**config.mk**
```make
export PLATFORM = sky130hd
export DESIGN_NAME = dqpsk_diff_encoder_flat
export DESIGN_NICKNAME = d
export VERILOG_FILES = /design/src/rtl/dqpsk_diff_encoder_if.sv /design/src/rtl/dqpsk_diff_encoder.sv /design/src/flat_wrapper.sv
export SDC_FILE = /design/constraint.sdc
export NUM_CORES = 1
export LEC_CHECK = 0
export ABC_AREA = 1
export BUFFER_PORTS_ARGS = -buffer_cell sky130_fd_sc_hd__buf_2
export CORE_MARGIN = 2
export CORE_UTILIZATION = 35
export CTS_CLUSTER_DIAMETER = 50
export CTS_CLUSTER_SIZE = 16
export DETAILED_ROUTE_END_ITERATION = 7
export HOLD_SLACK_MARGIN = 0.03
export PLACE_DENSITY_LB_ADDON = 0.15
export SKIP_CTS_REPAIR_TIMING = 1
export SKIP_LAST_GASP = 1
export SYNTH_ARGS = -nofsm -noshare
export SYNTH_HDL_FRONTEND = slang
export SYNTH_SLANG_ARGS = --single-unit
```
**constraint.sdc**
```tcl
create_clock -name clk -period 3.7 [get_ports clk]
set_clock_uncertainty 0.05 [all_clocks]
set_input_delay 0.74 -clock clk [delete_from_list [all_inputs] [get_ports clk]]
set_output_delay 0.74 -clock clk [all_outputs]
set_load 0.02 [all_outputs]
```
**src/rtl/dqpsk_diff_encoder_if.sv**
```systemverilog
// Dibit-in / constellation-out bundle between the dibit splitter, the
// differential encoder and the pulse-shaping stage.
interface dqpsk_diff_encoder_if #(
  parameter int W = 8
);
  logic                in_valid;
  logic                i_bit;
  logic                q_bit;
  logic                sym_valid;
  logic [1:0]          phase;
  logic signed [W-1:0] out_i;
  logic signed [W-1:0] out_q;

  // Upstream side: drives dibits, observes symbols.
  modport master (
    output in_valid, i_bit, q_bit,
    input  sym_valid, phase, out_i, out_q
  );

  // Encoder side.
  modport slave (
    input  in_valid, i_bit, q_bit,
    output sym_valid, phase, out_i, out_q
  );
endinterface

```
**src/rtl/dqpsk_diff_encoder.sv**
```systemverilog
// Differential QPSK encoder: samples one dibit per symbol period, Gray-maps it
// to a phase step, accumulates phase mod 4 and emits a registered I/Q point.
module dqpsk_diff_encoder #(
  parameter int SYM_CYCLES = 2,
  parameter int W          = 8,
  parameter int AMP        = 90
) (
  input  logic                 clk,
  input  logic                 rst,
  dqpsk_diff_encoder_if.slave  bus
);

  localparam int CW = (SYM_CYCLES > 1) ? $clog2(SYM_CYCLES) : 1;
  localparam logic [CW-1:0]         CNT_MAX   = CW'(SYM_CYCLES - 1);
  localparam logic [CW-1:0]         CNT_START = (SYM_CYCLES == 1) ? CW'(0) : CW'(1);
  localparam logic signed [W-1:0]   POS       = W'(AMP);
  localparam logic signed [W-1:0]   NEG       = W'(-AMP);

  typedef enum logic {IDLE, RUN} state_t;

  state_t              state, state_nx;
  logic [CW-1:0]       cnt, cnt_nx;
  logic [1:0]          acc, acc_nx, inc;
  logic                sample;
  logic                sym_valid_q;
  logic signed [W-1:0] out_i_q, out_q_q;

  always_comb begin
    state_nx = state;
    cnt_nx   = cnt;
    sample   = 1'b0;
    unique case (state)
      IDLE: begin
        // First valid cycle after idle always samples, realigning the symbol grid.
        if (bus.in_valid) begin
          sample   = 1'b1;
          state_nx = RUN;
          cnt_nx   = CNT_START;
        end
      end
      RUN: begin
        if (!bus.in_valid) begin
          state_nx = IDLE;
          cnt_nx   = '0;
        end else begin
          sample = (cnt == '0);
          cnt_nx = (cnt == CNT_MAX) ? '0 : cnt + CW'(1);
        end
      end
      default: begin
        state_nx = IDLE;
        cnt_nx   = '0;
      end
    endcase
  end

  // Gray-coded phase step: adjacent increments differ in one bit.
  always_comb begin
    unique case ({bus.i_bit, bus.q_bit})
      2'b00: inc = 2'd0;
      2'b01: inc = 2'd1;
      2'b11: inc = 2'd2;
      2'b10: inc = 2'd3;
    endcase
    acc_nx = acc + inc;
  end

  always_ff @(posedge clk) begin
    if (rst) begin
      state       <= IDLE;
      cnt         <= '0;
      acc         <= 2'd0;
      sym_valid_q <= 1'b0;
      out_i_q     <= '0;
      out_q_q     <= '0;
    end else begin
      state       <= state_nx;
      cnt         <= cnt_nx;
      sym_valid_q <= sample;
      if (sample) begin
        acc <= acc_nx;
        unique case (acc_nx)
          2'd0: begin out_i_q <= POS; out_q_q <= POS; end
          2'd1: begin out_i_q <= NEG; out_q_q <= POS; end
          2'd2: begin out_i_q <= NEG; out_q_q <= NEG; end
          2'd3: begin out_i_q <= POS; out_q_q <= NEG; end
        endcase
      end
    end
  end

  assign bus.sym_valid = sym_valid_q;
  assign bus.phase     = acc;
  assign bus.out_i     = out_i_q;
  assign bus.out_q     = out_q_q;

endmodule
```
**src/flat_wrapper.sv**
```systemverilog
// flat-port wrapper written by rule: the top's interface ports become plain ports
module dqpsk_diff_encoder_flat 
#(
  parameter int SYM_CYCLES = 2,
  parameter int W          = 8,
  parameter int AMP        = 90
)
  (clk, rst, bus_in_valid, bus_i_bit, bus_q_bit, bus_sym_valid, bus_phase, bus_out_i, bus_out_q);
  dqpsk_diff_encoder_if #(.W(W)) bus_i ();
  input  logic clk;
  input  logic rst;
  input wire logic [$bits(bus_i.in_valid)-1:0] bus_in_valid;
  input wire logic [$bits(bus_i.i_bit)-1:0] bus_i_bit;
  input wire logic [$bits(bus_i.q_bit)-1:0] bus_q_bit;
  output wire logic [$bits(bus_i.sym_valid)-1:0] bus_sym_valid;
  output wire logic [$bits(bus_i.phase)-1:0] bus_phase;
  output wire logic [$bits(bus_i.out_i)-1:0] bus_out_i;
  output wire logic [$bits(bus_i.out_q)-1:0] bus_out_q;
  assign bus_i.in_valid = bus_in_valid;
  assign bus_i.i_bit = bus_i_bit;
  assign bus_i.q_bit = bus_q_bit;
  assign bus_sym_valid = bus_i.sym_valid;
  assign bus_phase = bus_i.phase;
  assign bus_out_i = bus_i.out_i;
  assign bus_out_q = bus_i.out_q;
  dqpsk_diff_encoder #(.SYM_CYCLES(SYM_CYCLES), .W(W), .AMP(AMP)) u_core (.clk(clk), .rst(rst), .bus(bus_i));
endmodule
```
After elaboration in Yosys (flattened, before gate mapping)
Cells that the tools add are included.

Register bits: 21. Bits in latches: 0. Memory bits (writable): 0. Memory bits (read-only): 0. Output and inout bits: 19. Memories: 0.

Add/subtract/negate cells: 2. Multiply operators: 0. Div/mod/pow operators: 0. Order comparisons: 0. Equality and inequality tests: 7. Shift-type cells: 0. Multiplexer cells: 10. Bitwise gates (word level): 2. Reduce and logical (&&, ||, !) cells: 6.

Operators with widths (count): case mux 8 bit (2 select lines) (2); equality test 2 bit, second input constant (4); case mux 2 bit (4 select lines) (1); OR reduction 2 bit (4); 2-to-1 mux 1 bit (5); equality test 2 x 1 -> 1 bit, second input constant (2); zero test 2 bit (2); case mux 1 bit (2 select lines) (2); adder 2 bit (1); inequality test 2 bit, second input constant (1); NOT 1 bit (2); adder 1 bit, second input constant (1).

Depth between registers and ports, before layout
Depth in word-level cells: 6. Mapped depth: 12. Depth with buffers taken out: 12.

Worst setup path after synthesis
Ideal clock, no wire load.

Path kind: input port to flip-flop. Start point: in bus_i_bit. End point: reg u_core.out_i_q[5] (netlist: u_core.bus.out_i[5]). Setup time: 0.113 ns. Arrival time: 1.964 ns. Data required time: 3.537 ns. Slack: 1.573 ns. Stages on the path: 12. Buffers on the path: 0. Path through: xor2_1 -> ha_1 -> inv_1 -> nand2_1 -> nand2_1 -> nand2_1 -> nand2_1 -> inv_1 -> ha_1 -> or2_4 -> nand2_1 -> nor2_1.

Word-level cells in the longest chain between the ends: 6.

Ends and longest elaborated chain: from (decl) (line flat_wrapper.sv:13) `input wire logic [$bits(bus_i.i_bit)-1:0] bus_i_bit;`; equality test 2 bit (tied with other cells) (line dqpsk_diff_encoder.sv:59) `unique case ({bus.i_bit, bus.q_bit})`; case mux 2 bit (4 select lines) * (line dqpsk_diff_encoder.sv:59); adder 2 bit * (line dqpsk_diff_encoder.sv:65) `acc_nx = acc + inc;`; via u_core.acc_nx[1] (line dqpsk_diff_encoder.sv:23) `logic [1:0] acc, acc_nx, inc;`; equality test 2 bit (tied with other cells) (line dqpsk_diff_encoder.sv:82) `unique case (acc_nx)`; OR reduction 2 bit (no line); case mux 8 bit (2 select lines) * (line dqpsk_diff_encoder.sv:82); to (signal assigned) (line dqpsk_diff_encoder.sv:83) `2'd0: begin out_i_q <= POS; out_q_q <= POS; end`; to (signal assigned) (line dqpsk_diff_encoder.sv:84) `2'd1: begin out_i_q <= NEG; out_q_q <= POS; end`; to (signal assigned) (line dqpsk_diff_encoder.sv:85) `2'd2: begin out_i_q <= NEG; out_q_q <= NEG; end`; to (decl) (line dqpsk_diff_encoder.sv:26) `logic signed [W-1:0] out_i_q, out_q_q;`.

Mark *: on every way through the listed nets, which the timed path passes. The rest lies on a longest branch. The select of a mux whose other input is x is not followed. A chain may end at the register's enable or synchronous reset.

Worst setup path after layout
Ends and elaborated chain as after synthesis.

==> reports/metrics.cfg <==
[worst_setup_path]
end_kind=flop
cp_slowest_cell=ha_1
path_max_fanout=3
critPathRequiredTime_ns=3.82
ff2ff_setup_slack_ns=2.06
critical_path_arrival_ns=2.16
crit_path_start_kind=input pin
path_cells=buf_2, xor2_1, ha_1, inv_1, nand2_1, nand2_1, nand2_1, nand2_1, inv_1, ha_1, or2_4, nand2_1, nor2_1
cpPeakStageDelay_ns=0.26
critPathKind=input pin to flop
r2r-start=u_core.bus.phase[0]$_SDFFE_PP0P_
crit_path_frequent_cell=nand2_1
worstReg2RegEnd=u_core.bus.out_i[5]$_SDFFE_PP0P_
rr_worst_depth=11

[clock_tree]
cts_buffers=3
clk_path_buf_depth=2
path_clk_slew_ns=0.07
insertion_delay_ns=0.27
tritoncts=built
clkSinkCount=10
h-tree-depth=1
cts-root-buf=clkbuf_4

[logic_synthesis]
synth-simple-area-share_pct=20.2
synth_xor_area_share_pct=1.72
synth_top_family_by_area=buffers and inverters
synth.area.top_cells=dfxtp_1 (39%), buf_4 (16%), nand2_1 (8.9%)
synth_top_area_share_pct=39.4
synth_area_leader_cell=dfxtp_1
synth_adder_area_share_pct=7.39
synth_compound_area_share_pct=8.37
synthCells=66
yosysWarnings=0
synth.avg_cell_area_um2=7.70
synthesis.area_um2=508
synth_cell_type_count=16
yosysSeqAreaShare_pct=39.4
synth_mux_area_share_pct=0
ys_seq_elements=10

[cells_and_area]
mostFrequentLayoutCells=buf_2 (21), nand2_1 (12), nor2_1 (10), dfxtp_1 (10), inv_1 (7)
drive_above_1_share_pct=37.0
antenna_cells=0
nFillCells=139
final_common_cell=buf_2
nNetsFinal=90
areaGrowthSynthToFinish_pct=16.0

[floorplan]
die_area_um2=1770
start_util_pct=38.1
fp-row-count=13
core-area_um2=1330
ios=24
die_w_um=42.1
die_y_um=42.1

[worst_hold_path]
min_path_type=flop to flop
hp-start=u_core.state$_SDFF_PP0_
hold_path_depth=1
holdPathEnd=u_core.cnt$_SDFFE_PP0P_

[routing]
firstDrtPassIters=3
vias=404
routed_wl_um=801
drt_iter0_drc=5
drtAntennaViolNets=0
routedWlPerCell_um=8.34
via_per_inst=4.21
drc=0

[sta]
timing.fmax_mhz=490
min_period_ns=2.04
rsz0062_at_grt=no
finalSetupTns_ns=0
worst_hold_slack_ns=0.382
finalMaxSlewViolations=0
hold_viol_final=0
setup_viol_count_final=0
finalCritPeriodShare_pct=55.1

[pwr]
vdd_drop_max_mv=0.239
powerDensity_nw_per_um2=532
p_leak_uw=0.000343

[global_routing]
gr-usage-all-layers_pct=9.94
gr-total-overflow=0
grt_pass1_wl_mm=1.34
grt_pass1_vias=351
grt_max_degree=8
antenna_found_initial=0

[placed_design]
portBuffers=21
place_hpwl_um=640
place_congestion=0.656

[flow_run]
drv_cap=0

[run_status]
status=complete, no violations

-- power breakdown --
group / leakage [uW] / switching [uW] / total (uW) / internal, uW
clock: 0.0000210 / 40.7 / 100 / 59.7
combinational: 0.000239 / 56.9 / 88.2 / 31.3
sequential: 0.0000831 / 6.50 / 125 / 118
-- synthesized netlist by cell type (all sizes together) --
cell and count:
ha 3, nand3 1, dfxtp 10, inv 8, o21ai 3, nor2 10, conb 1, or2 1
buf 11, xor2 1, nand2 13, a21oi 4
-- registers in the layout (all words and copies together) (netlist names) --
| signal | cells |
|---|---|
| u_core.bus.phase | 2 |
| u_core.state | 1 |
| u_core.bus.sym_valid | 1 |
| u_core.cnt | 1 |
| u_core.bus.out_i | 3 |
| u_core.bus.out_q | 2 |
-- area by class of cell --
cell class | instances | area, um^2 | area share (%)
Sequential cell | 10 | 200 | 34.0
Multi-Input combinational cell | 38 | 199 | 33.8
Timing Repair Buffer | 21 | 105 | 17.8
Clock buffer | 4 | 36.3 | 6.16
Tap cell | 15 | 18.8 | 3.18
Inverter | 8 | 30.0 | 5.10
-- how the worst max path moves through the flow --
stage | cells after the start | startpoint | slack, ns | end
finish | 13 | bus_i_bit | 1.66 | u_core.bus.out_i[5]$_SDFFE_PP0P_
detailed placement | 13 | bus_i_bit | 1.37 | u_core.bus.out_i[5]$_SDFFE_PP0P_
floorplan | 12 | bus_i_bit | 1.57 | u_core.bus.out_i[5]$_SDFFE_PP0P_
global route | 13 | bus_i_bit | 1.54 | u_core.bus.out_i[5]$_SDFFE_PP0P_
CTS | 13 | bus_i_bit | 1.65 | u_core.bus.out_i[5]$_SDFFE_PP0P_
global placement | 13 | bus_i_bit | 1.40 | u_core.bus.out_i[5]$_SDFFE_PP0P_
-- metal layers --
layer / vias to the layer above / global-route usage, % / part of all wire, %
met2: 16 / 16.3 / 44
met1: 170 / 10.9 / 47
met5: - / 0 / 0
met3: 2 / 2.59 / 7.4
li1: 216 / - / -
met4: 0 / 7.50 / 1.1
-- metrics by stage --
| stage | power, uW | worst slack, ns | utilization, % | cell area [um^2] | instances |
|---|---|---|---|---|---|
| detailed placement | 217 | 1.37 | 41.5 | 553 | 92 |
| CTS | 318 | 1.65 | 44.2 | 589 | 96 |
| finish | 313 | 1.66 | 44.2 | 589 | 96 |
| global route | 331 | 1.54 | 44.2 | 589 | 96 |
| floorplan | 206 | 1.57 | - | 512 | 67 |
| global placement | 216 | 1.40 | 41.5 | 553 | 92 |
-- cell families after synthesis --
| kind of cell | count (synthesis) |
|---|---|
| AO/OA/AOI/OAI | 7 |
| XOR/XNOR | 1 |
| adder cells (fa/ha/maj) | 3 |
| buffers and inverters | 19 |
| flip-flops | 10 |
| other | 1 |
| AND/OR/NAND/NOR | 25 |
-- critical path, delay by kind of cell --
family        cells  cell delay (ns)
xor+xnor          1             0.15
simple gates      7             0.57
buf+inv           3             0.22
fa+ha+maj         2             0.45
No activity file was read; power rests on OpenSTA's default activity.
